[config.mk]
export PLATFORM = sky130hd
export DESIGN_NAME = supernova_mdu_issue_queue
export DESIGN_NICKNAME = d
export VERILOG_FILES = /design/src/rtl/supernova_pkg.sv /design/src/rtl/supernova_oldest_ready_picker.sv /design/src/rtl/supernova_mdu_issue_queue.sv
export SDC_FILE = /design/constraint.sdc
export NUM_CORES = 2
export LEC_CHECK = 0
export BUFFER_PORTS_ARGS = -buffer_cell sky130_fd_sc_hd__buf_2
export CAP_MARGIN = 20
export CORE_MARGIN = 2
export CORE_UTILIZATION = 35
export CTS_CLUSTER_DIAMETER = 150
export DETAILED_ROUTE_END_ITERATION = 8
export GPL_TIMING_DRIVEN = 1
export HOLD_SLACK_MARGIN = 0.05
export PLACE_DENSITY = 0.55
export SLEW_MARGIN = 15
export SYNTH_ARGS = -nofsm -noshare
export SYNTH_HDL_FRONTEND = slang
export SYNTH_SLANG_ARGS = --single-unit
export TNS_END_PERCENT = 5
[constraint.sdc]
create_clock -name clk -period 5.4 [get_ports clk]
set_input_delay 0.81 -clock clk [delete_from_list [all_inputs] [get_ports clk]]
set_output_delay 0.81 -clock clk [all_outputs]
set_load 0.01 [all_outputs]
[src/rtl/supernova_pkg.sv]
// Shared types and constants for the supernova MDU issue path.
// - MDU_RS_DEPTH    : default number of reservation-station slots
// - rs_entry_t      : one reservation-station entry (operands, tags, ready bits)
// - rs_wakeup()     : applies one CDB broadcast to an entry
package supernova_pkg;

  localparam int XLEN          = 32;
  localparam int GPR_TAG_WIDTH = 6;
  localparam int ROB_IDX_WIDTH = 5;
  localparam int MDU_RS_DEPTH  = 4;

  typedef struct packed {
    logic [31:0]              instr;
    logic [XLEN-1:0]          src1_data;
    logic [XLEN-1:0]          src2_data;
    logic [GPR_TAG_WIDTH-1:0] src1_tag;
    logic [GPR_TAG_WIDTH-1:0] src2_tag;
    logic                     src1_ready;
    logic                     src2_ready;
    logic [GPR_TAG_WIDTH-1:0] rd_phys_tag;
    logic [ROB_IDX_WIDTH-1:0] rob_idx;
  } rs_entry_t;

  // Capture a CDB result into any still-waiting operand whose tag matches.
  // Tag 0 is x0 and is never woken by the CDB.
  function automatic rs_entry_t rs_wakeup(
    input rs_entry_t                e,
    input logic                     cdb_valid,
    input logic [GPR_TAG_WIDTH-1:0] cdb_tag,
    input logic [XLEN-1:0]          cdb_data
  );
    rs_entry_t r;
    logic      hit;
    r   = e;
    hit = cdb_valid && (cdb_tag != {GPR_TAG_WIDTH{1'b0}});
    if (hit && !e.src1_ready && (e.src1_tag == cdb_tag)) begin
      r.src1_ready = 1'b1;
      r.src1_data  = cdb_data;
    end else begin
      r.src1_ready = e.src1_ready;
    end
    if (hit && !e.src2_ready && (e.src2_tag == cdb_tag)) begin
      r.src2_ready = 1'b1;
      r.src2_data  = cdb_data;
    end else begin
      r.src2_ready = e.src2_ready;
    end
    return r;
  endfunction

endpackage

[src/rtl/supernova_oldest_ready_picker.sv]
// Lowest-index priority picker over a ready vector.
// - ready_vec  in  : one bit per slot, slot 0 is oldest
// - grant_oh   out : one-hot of the lowest set bit (all zero if none)
// - grant_idx  out : binary index of the lowest set bit (0 if none)
// - any_ready  out : at least one bit of ready_vec is set
module supernova_oldest_ready_picker #(
  parameter  int DEPTH = 4,
  localparam int IDX_W = (DEPTH > 1) ? $clog2(DEPTH) : 1
) (
  input  logic [DEPTH-1:0] ready_vec,
  output logic [DEPTH-1:0] grant_oh,
  output logic [IDX_W-1:0] grant_idx,
  output logic             any_ready
);

  // Isolate the lowest set bit (two's-complement trick) and encode its index.
  always_comb begin
    grant_oh  = ready_vec & (~ready_vec + {{(DEPTH-1){1'b0}}, 1'b1});
    any_ready = |ready_vec;
    grant_idx = {IDX_W{1'b0}};
    // Walk from the top down so the lowest ready index is the last one written.
    for (int i = DEPTH - 1; i >= 0; i--) begin
      grant_idx = ready_vec[i] ? IDX_W'(i) : grant_idx;
    end
  end

endmodule

[src/rtl/supernova_mdu_issue_queue.sv]
// Reservation station in front of the MDU: a collapsing queue (slot 0 oldest)
// that snoops the CDB and issues the oldest fully-ready entry.
// - clk, rst_n                          : clock, async active-low reset
// - disp_valid_in / disp_entry_in       : dispatch offer
// - disp_ready_out                      : a slot is free (registered count < DEPTH)
// - cdb_valid_in / cdb_tag_in / cdb_data_in : result broadcast for wakeup
// - flush_in                            : discard all entries on the next edge
// - issue_valid_out / issue_entry_out   : request to the MDU (from registered slots)
// - issue_ready_in                      : MDU accepts the presented entry
// - count_out                           : current occupancy
module supernova_mdu_issue_queue
  import supernova_pkg::*;
#(
  parameter  int DEPTH = MDU_RS_DEPTH,
  localparam int CNT_W = $clog2(DEPTH + 1)
) (
  input  logic                     clk,
  input  logic                     rst_n,
  input  logic                     disp_valid_in,
  input  rs_entry_t                disp_entry_in,
  output logic                     disp_ready_out,
  input  logic                     cdb_valid_in,
  input  logic [GPR_TAG_WIDTH-1:0] cdb_tag_in,
  input  logic [XLEN-1:0]          cdb_data_in,
  input  logic                     flush_in,
  output logic                     issue_valid_out,
  output rs_entry_t                issue_entry_out,
  input  logic                     issue_ready_in,
  output logic [CNT_W-1:0]         count_out
);

  localparam int IDX_W = (DEPTH > 1) ? $clog2(DEPTH) : 1;

  rs_entry_t        slot_r     [DEPTH];
  rs_entry_t        slot_nxt_s [DEPTH];
  rs_entry_t        woken_s    [DEPTH];
  rs_entry_t        disp_woken_s;
  logic [CNT_W-1:0] count_r;
  logic [CNT_W-1:0] count_nxt_s;
  logic [CNT_W-1:0] enq_pos_s;
  logic [DEPTH-1:0] slot_valid_s;
  logic [DEPTH-1:0] slot_ready_s;
  logic [DEPTH-1:0] pick_oh_s;
  logic [IDX_W-1:0] pick_idx_s;
  logic             pick_any_s;
  logic             issue_fire_s;
  logic             enq_fire_s;
  logic             shift_s;

  // Valid slots are exactly those below count; ready uses registered state only.
  always_comb begin
    for (int i = 0; i < DEPTH; i++) begin
      slot_valid_s[i] = (CNT_W'(i) < count_r);
      slot_ready_s[i] = slot_valid_s[i] && slot_r[i].src1_ready && slot_r[i].src2_ready;
    end
  end

  supernova_oldest_ready_picker #(
    .DEPTH (DEPTH)
  ) u_picker (
    .ready_vec (slot_ready_s),
    .grant_oh  (pick_oh_s),
    .grant_idx (pick_idx_s),
    .any_ready (pick_any_s)
  );

  // Handshake qualifiers and next occupancy.
  always_comb begin
    disp_ready_out = (count_r < CNT_W'(DEPTH));
    enq_fire_s     = disp_valid_in && disp_ready_out;
    issue_fire_s   = pick_any_s && issue_ready_in;
    if (issue_fire_s) begin
      enq_pos_s = count_r - CNT_W'(1'b1);
    end else begin
      enq_pos_s = count_r;
    end
    case ({enq_fire_s, issue_fire_s})
      2'b10:   count_nxt_s = count_r + CNT_W'(1'b1);
      2'b01:   count_nxt_s = count_r - CNT_W'(1'b1);
      default: count_nxt_s = count_r;
    endcase
  end

  // Wake every slot, collapse above the issued slot, then drop in the new entry.
  always_comb begin
    disp_woken_s = rs_wakeup(disp_entry_in, cdb_valid_in, cdb_tag_in, cdb_data_in);
    shift_s      = 1'b0;
    for (int i = 0; i < DEPTH; i++) begin
      woken_s[i] = rs_wakeup(slot_r[i], cdb_valid_in, cdb_tag_in, cdb_data_in);
    end
    for (int i = 0; i < DEPTH; i++) begin
      // Once past the issued slot, every slot takes its upper neighbour.
      shift_s = shift_s | (issue_fire_s & pick_oh_s[i]);
      if (shift_s) begin
        slot_nxt_s[i] = (i < DEPTH - 1) ? woken_s[(i < DEPTH - 1) ? i + 1 : i] : '0;
      end else begin
        slot_nxt_s[i] = woken_s[i];
      end
      if (enq_fire_s && (CNT_W'(i) == enq_pos_s)) begin
        slot_nxt_s[i] = disp_woken_s;
      end else begin
        slot_nxt_s[i] = slot_nxt_s[i];
      end
    end
  end

  // Slot storage and occupancy; flush wins over everything else this edge.
  always_ff @(posedge clk or negedge rst_n) begin
    if (!rst_n) begin
      count_r <= {CNT_W{1'b0}};
      for (int i = 0; i < DEPTH; i++) slot_r[i] <= '0;
    end else if (flush_in) begin
      count_r <= {CNT_W{1'b0}};
      for (int i = 0; i < DEPTH; i++) slot_r[i] <= '0;
    end else begin
      count_r <= count_nxt_s;
      for (int i = 0; i < DEPTH; i++) slot_r[i] <= slot_nxt_s[i];
    end
  end

  // MDU request is driven straight from the selected registered slot.
  always_comb begin
    issue_valid_out = pick_any_s;
    count_out       = count_r;
    if (pick_any_s) begin
      issue_entry_out = slot_r[pick_idx_s];
    end else begin
      issue_entry_out = '0;
    end
  end

endmodule
== Word-level counts from Yosys, hierarchy flattened ==
Cells that the tools add are included.
Word-level totals
  logic and storage cells: 166
  bits in registers: 487
  output and inout port bits: 126
  bits of input ports: 165
Operators by class
  bitwise gates (word level): 10
  equal/unequal tests: 15
  $lt $le $gt $ge: 6
  muxes and demuxes: 40
  reduce and logical (&&, ||, !) cells: 55
  $add $sub $neg: 3
Operators with widths (number)
  $mux W121: 11
  $mux W484: 1
  $mux W32: 10
  $bmux W121 S2: 1
  $eq A6 B6 Y1: 10
  $logic_and A1 B1 Y1: 35
  $reduce_bool A3 Y1: 5
  $logic_not A1 Y1: 10
  $mux W1: 10
  $mux W2: 4
  $reduce_bool A4 Y1: 2
  $eq A2 B3 Y1 const A: 2
  $lt A1 B3 Y1 const A: 2
  $lt A2 B3 Y1 const A: 2
  $mux W3: 2
  $pmux W3 S2: 1
  $reduce_bool A6 Y1: 1
  $add A4 B1 Y4 const B: 1
  $and A1 B1 Y1: 4
  $and A4 B4 Y4: 1
  $not A4 Y4: 1
  $reduce_or A4 Y1: 1
  $add A3 B1 Y3 const B: 1
  $eq A1 B3 Y1 const A: 1
  other kinds (8): 10

== Depth between registers and ports, before layout ==
  depth after elaboration: 13
  gate-level depth with buffers: 13
  gate-level depth less buffers: 10

== Cells and area by module ==
Synthesis repeated with hierarchy kept, for this count alone.
Second synthesis, totals
  cell total of the unflattened synthesis: 2961
  area total of the unflattened synthesis: 29422.0 µm²
By module, submodules not included
  supernova_mdu_issue_queue: area an instance 29363.2 µm², cells each 2951, instances 1, sequential area each 12186.7 µm²
  supernova_oldest_ready_picker: area an instance 58.8 µm², cells each 10, instances 1, sequential area each 0.0 µm²

== Worst setup path after synthesis ==
OpenSTA, ideal clock, no wires.
  path type: flip-flop to output port
  start point: reg count_r[1] (netlist: count_out[1])
  end point: out issue_entry_out[13] in the netlist's numbering
  data required time: 4.590 ns
  buffers on the path: 2
  slack: 1.970 ns
  arrival time: 2.620 ns
  cell stages (with the launch flop): 11
  path through: dfrtp_1 inv_1 ha_1 nor2b_1 o21ai_2 nand2_1 nand2_1 clkbuf_1 buf_2 mux4_2 and2_1
RTL lines
  start: declaration: line supernova_mdu_issue_queue.sv:38  | logic [CNT_W-1:0] count_r;
  start signal: assignment: line supernova_mdu_issue_queue.sv:110  | count_r <= {CNT_W{1'b0}};
  start signal: assignment: line supernova_mdu_issue_queue.sv:113  | count_r <= {CNT_W{1'b0}};
  start signal: assignment: line supernova_mdu_issue_queue.sv:116  | count_r <= count_nxt_s;
  end: declaration: line supernova_mdu_issue_queue.sv:27  | output rs_entry_t issue_entry_out,

==> reports/qor.csv <==
stage;metric;value;unit
logic_synthesis;Post-Syn Area;29400;um^2
worst_setup_path;Worst R2R Setup Slack;1.19;ns
clock_tree;cts hold-fix bufs;0;
power_and_ir_drop;Leak;14.9;nW
layout;area delta synth->final;14.1;%
logic_synthesis;Post-synth ARST share;1.00;
layout;total area of sequential cells;12200;um^2
layout;Final #Nets;3398;
worst_setup_path;crit path buf inv count;3;
worst_setup_path;FF-to-FF Start;count_out[1]$_DFFE_PN0P_;
global_routing;GRT Total Usage;0.264;
worst_setup_path;critical path arrival;4.05;ns
worst_setup_path;FF-to-FF End;slot_r[93]$_DFFE_PN0P_;
clock_tree;CTS buffer count;57;
worst_setup_path;critical path class;reg -> out;
global_routing;vias in the first global route;26436;
logic_synthesis;Synth area leader;dfrtp_1;
logic_synthesis;Syn Area/Cell;9.30;um^2
floorplanning;Die Width;294;um
global_routing;initial antenna violation count;12;
worst_setup_path;Largest delay share family, worst path;simple AND/OR/NAND/NOR gates;
sta;Period minus WS final;4.86;ns
global_routing;largest net degree at the start of global routing;179;
clock_tree;H-tree depth;2;
worst_setup_path;critical path endpoint category;output pin;
layout;Design Area, Final;33600;um^2
layout;end-of-flow core utilization;0.403;
place;Post-DP Area;31600;um^2
sta;setup TNS;0;ns
worst_setup_path;Crit path required time;4.59;ns
logic_synthesis;post-synth top area share;0.414;
floorplanning;die height;294;um
logic_synthesis;main area contributors after synthesis;dfrtp_1, mux4_2, nand2_1, a311oi_1, mux2i_1;
clock_tree;Clock Pin Slew Worst Setup and Hold Paths;0.06;ns
worst_setup_path;CP Max Fanout;19;
floorplanning;core region area;83400;um^2
worst_hold_path;hold crit path type;in -> async;
clock_tree;# clock sinks;487;
logic_synthesis;sequential area share after synthesis;0.414;
drt;initial DRC count;2824;
drt;Antenna Nets Post-Route;0;
clock_tree;clk_lat worst skew;0.65;ns
power_and_ir_drop;P per Cell Area;348;nW/um^2
sta;Worst-Margin Slew;1.19;ns
worst_setup_path;CP max stage cell;mux4_2;
floorplanning;row count;106;
sta;RSZ-0062 raised after global routing;no;
logic_synthesis;Distinct cells, synth;63;
sta;hold_ws;0.222;ns
floorplanning;num ports;291;
worst_setup_path;depth of the worst register-to-register path;10;
drt;vias per cell;6.20;
logic_synthesis;most common cell in the netlist;nand2_1;
worst_setup_path;CP startpoint kind;flop;
global_routing;first-pass GRT wire length;175000;um
sta;max-slew violation count;0;
place;port buffer count;290;
layout;FILL cells;8205;
power_and_ir_drop;Final Power;11.7;mW
sta;fin crit share;0.901;
logic_synthesis;Syn Inst Count;3165;
sta;Finish-stage setup viols;0;
floorplanning;Initial Util;0.353;
layout;Multi-input gate area;15900;um^2
worst_setup_path;Worst path max stage delay;0.55;ns
clock_tree;post_cts resized;0;
place;dpl hpwl;66100;um
logic_synthesis;post-synthesis register bit count;487;
place;routability cong.;0.799;
layout;ratio of cells with drive above 1 in the final layout;0.195;
floorplanning;die area;86500;um^2
clock_tree;CTS root buf;clkbuf_16;
sta;Slew HR;0.205;
run;max_cap viols;0;
logic_synthesis;synth cell count leaders;nand2_1, dfrtp_1, nor2_1;
sta;clk_skew;0.0280;ns
global_routing;total grt overflow;0;
clock_tree;CTS tree;done;
drt;Total Wirelength;117000;um
drt;WL/cell;26.8;um
clock_tree;post-CTS setup buffers;0;
drt;drt pass-1 iters;7;
power_and_ir_drop;peak supply drop;0.249;mV
sta;Hold Vio Cnt, Final;0;
logic_synthesis;ys flop type;dfrtp_1;
status;status;completed;
clock_tree;Clock Tree Buf Depth;3;
worst_setup_path;CP Cell Sequence;inv_1 > ha_1 > nor2b_1 > o21ai_2 > nand2_1 > nand2_4 > buf_4 > mux4_2 > and2_1 > buf_2;
sta;max frequency;206;MHz
drt;routed via count;27077;
logic_synthesis;yosys warns;0;
drt;DRC violations left;0;
logic_synthesis;Synthesized Nets;3333;
logic_synthesis;EDFF count, synth;0;
==> layout make-up <==
cell class / instances / area share
multi-input cells: 2319 / 0.473
flip-flops and latches: 487 / 0.363
repair buffers: 355 / 0.0628
clock buffers: 85 / 0.0497
well taps: 1080 / 0.0402
clock inverters: 21 / 0.00938
inverters: 10 / 0.00119
diodes: 9 / 0.000670
==> report_power, final <==
group	total, mW	internal (mW)	switching [mW]
Combinational	2.88	1.11	1.78
Clock	4.16	2.43	1.73
Sequential	4.65	4.21	0.445
==> cells in the final DEF (no fill, tap or decap), types with 68 or more instances in the layout <==
cell and instances:
dfrtp_1 487, nor2_1 272, buf_2 288, a311oi_1 166
a21oi_1 204, mux4_2 119, mux2i_1 129, nand3_1 68
nand2_1 605, o21ai_0 69, and2_1 119
==> registers in the layout, indices dropped and copies added (netlist names) <==
register	flops
slot_r	484
count_out	3
==> kinds of logic (layout without fill, tap and decap cells) <==
kind of cell / Yosys count / after routing / share of synthesized area
AND/OR/NAND/NOR: 1223 / 1223 / 0.182
buffers and inverters: 359 / 471 / 0.0522
multiplexers: 281 / 281 / 0.148
flip-flops: 487 / 487 / 0.414
XOR/XNOR: 62 / 62 / 0.0184
AO/OA/AOI/OAI: 750 / 750 / 0.184
adder cells (fa/ha/maj): 3 / 3 / 0.00128
other: 0 / 9 / 0
==> metal layers <==
layer	routed length, um	GRT usage
met1	50900	0.378
met2	52700	0.401
met3	9370	0.0419
met4	4080	0.0999
met5	43	0
==> how the worst max path moves through the flow <==
stage	from	endpoint	depth (start not counted)
finish	count_out[1]$_DFFE_PN0P_	issue_entry_out[72]	10
global route	count_out[1]$_DFFE_PN0P_	issue_entry_out[64]	10
detailed placement	count_out[1]$_DFFE_PN0P_	issue_entry_out[63]	10
floorplan	count_out[1]$_DFFE_PN0P_	issue_entry_out[13]	10
CTS	count_out[1]$_DFFE_PN0P_	issue_entry_out[63]	10
global placement	count_out[1]$_DFFE_PN0P_	issue_entry_out[63]	10
==> metrics by stage <==
step                instances  setup slack (ns)
floorplan                3165              1.97
global placement         4251              1.26
detailed placement       4251              1.23
CTS                      4357             0.543
global route             4364             0.368
finish                   4366             0.536
(Power assumes the default switching activity.)
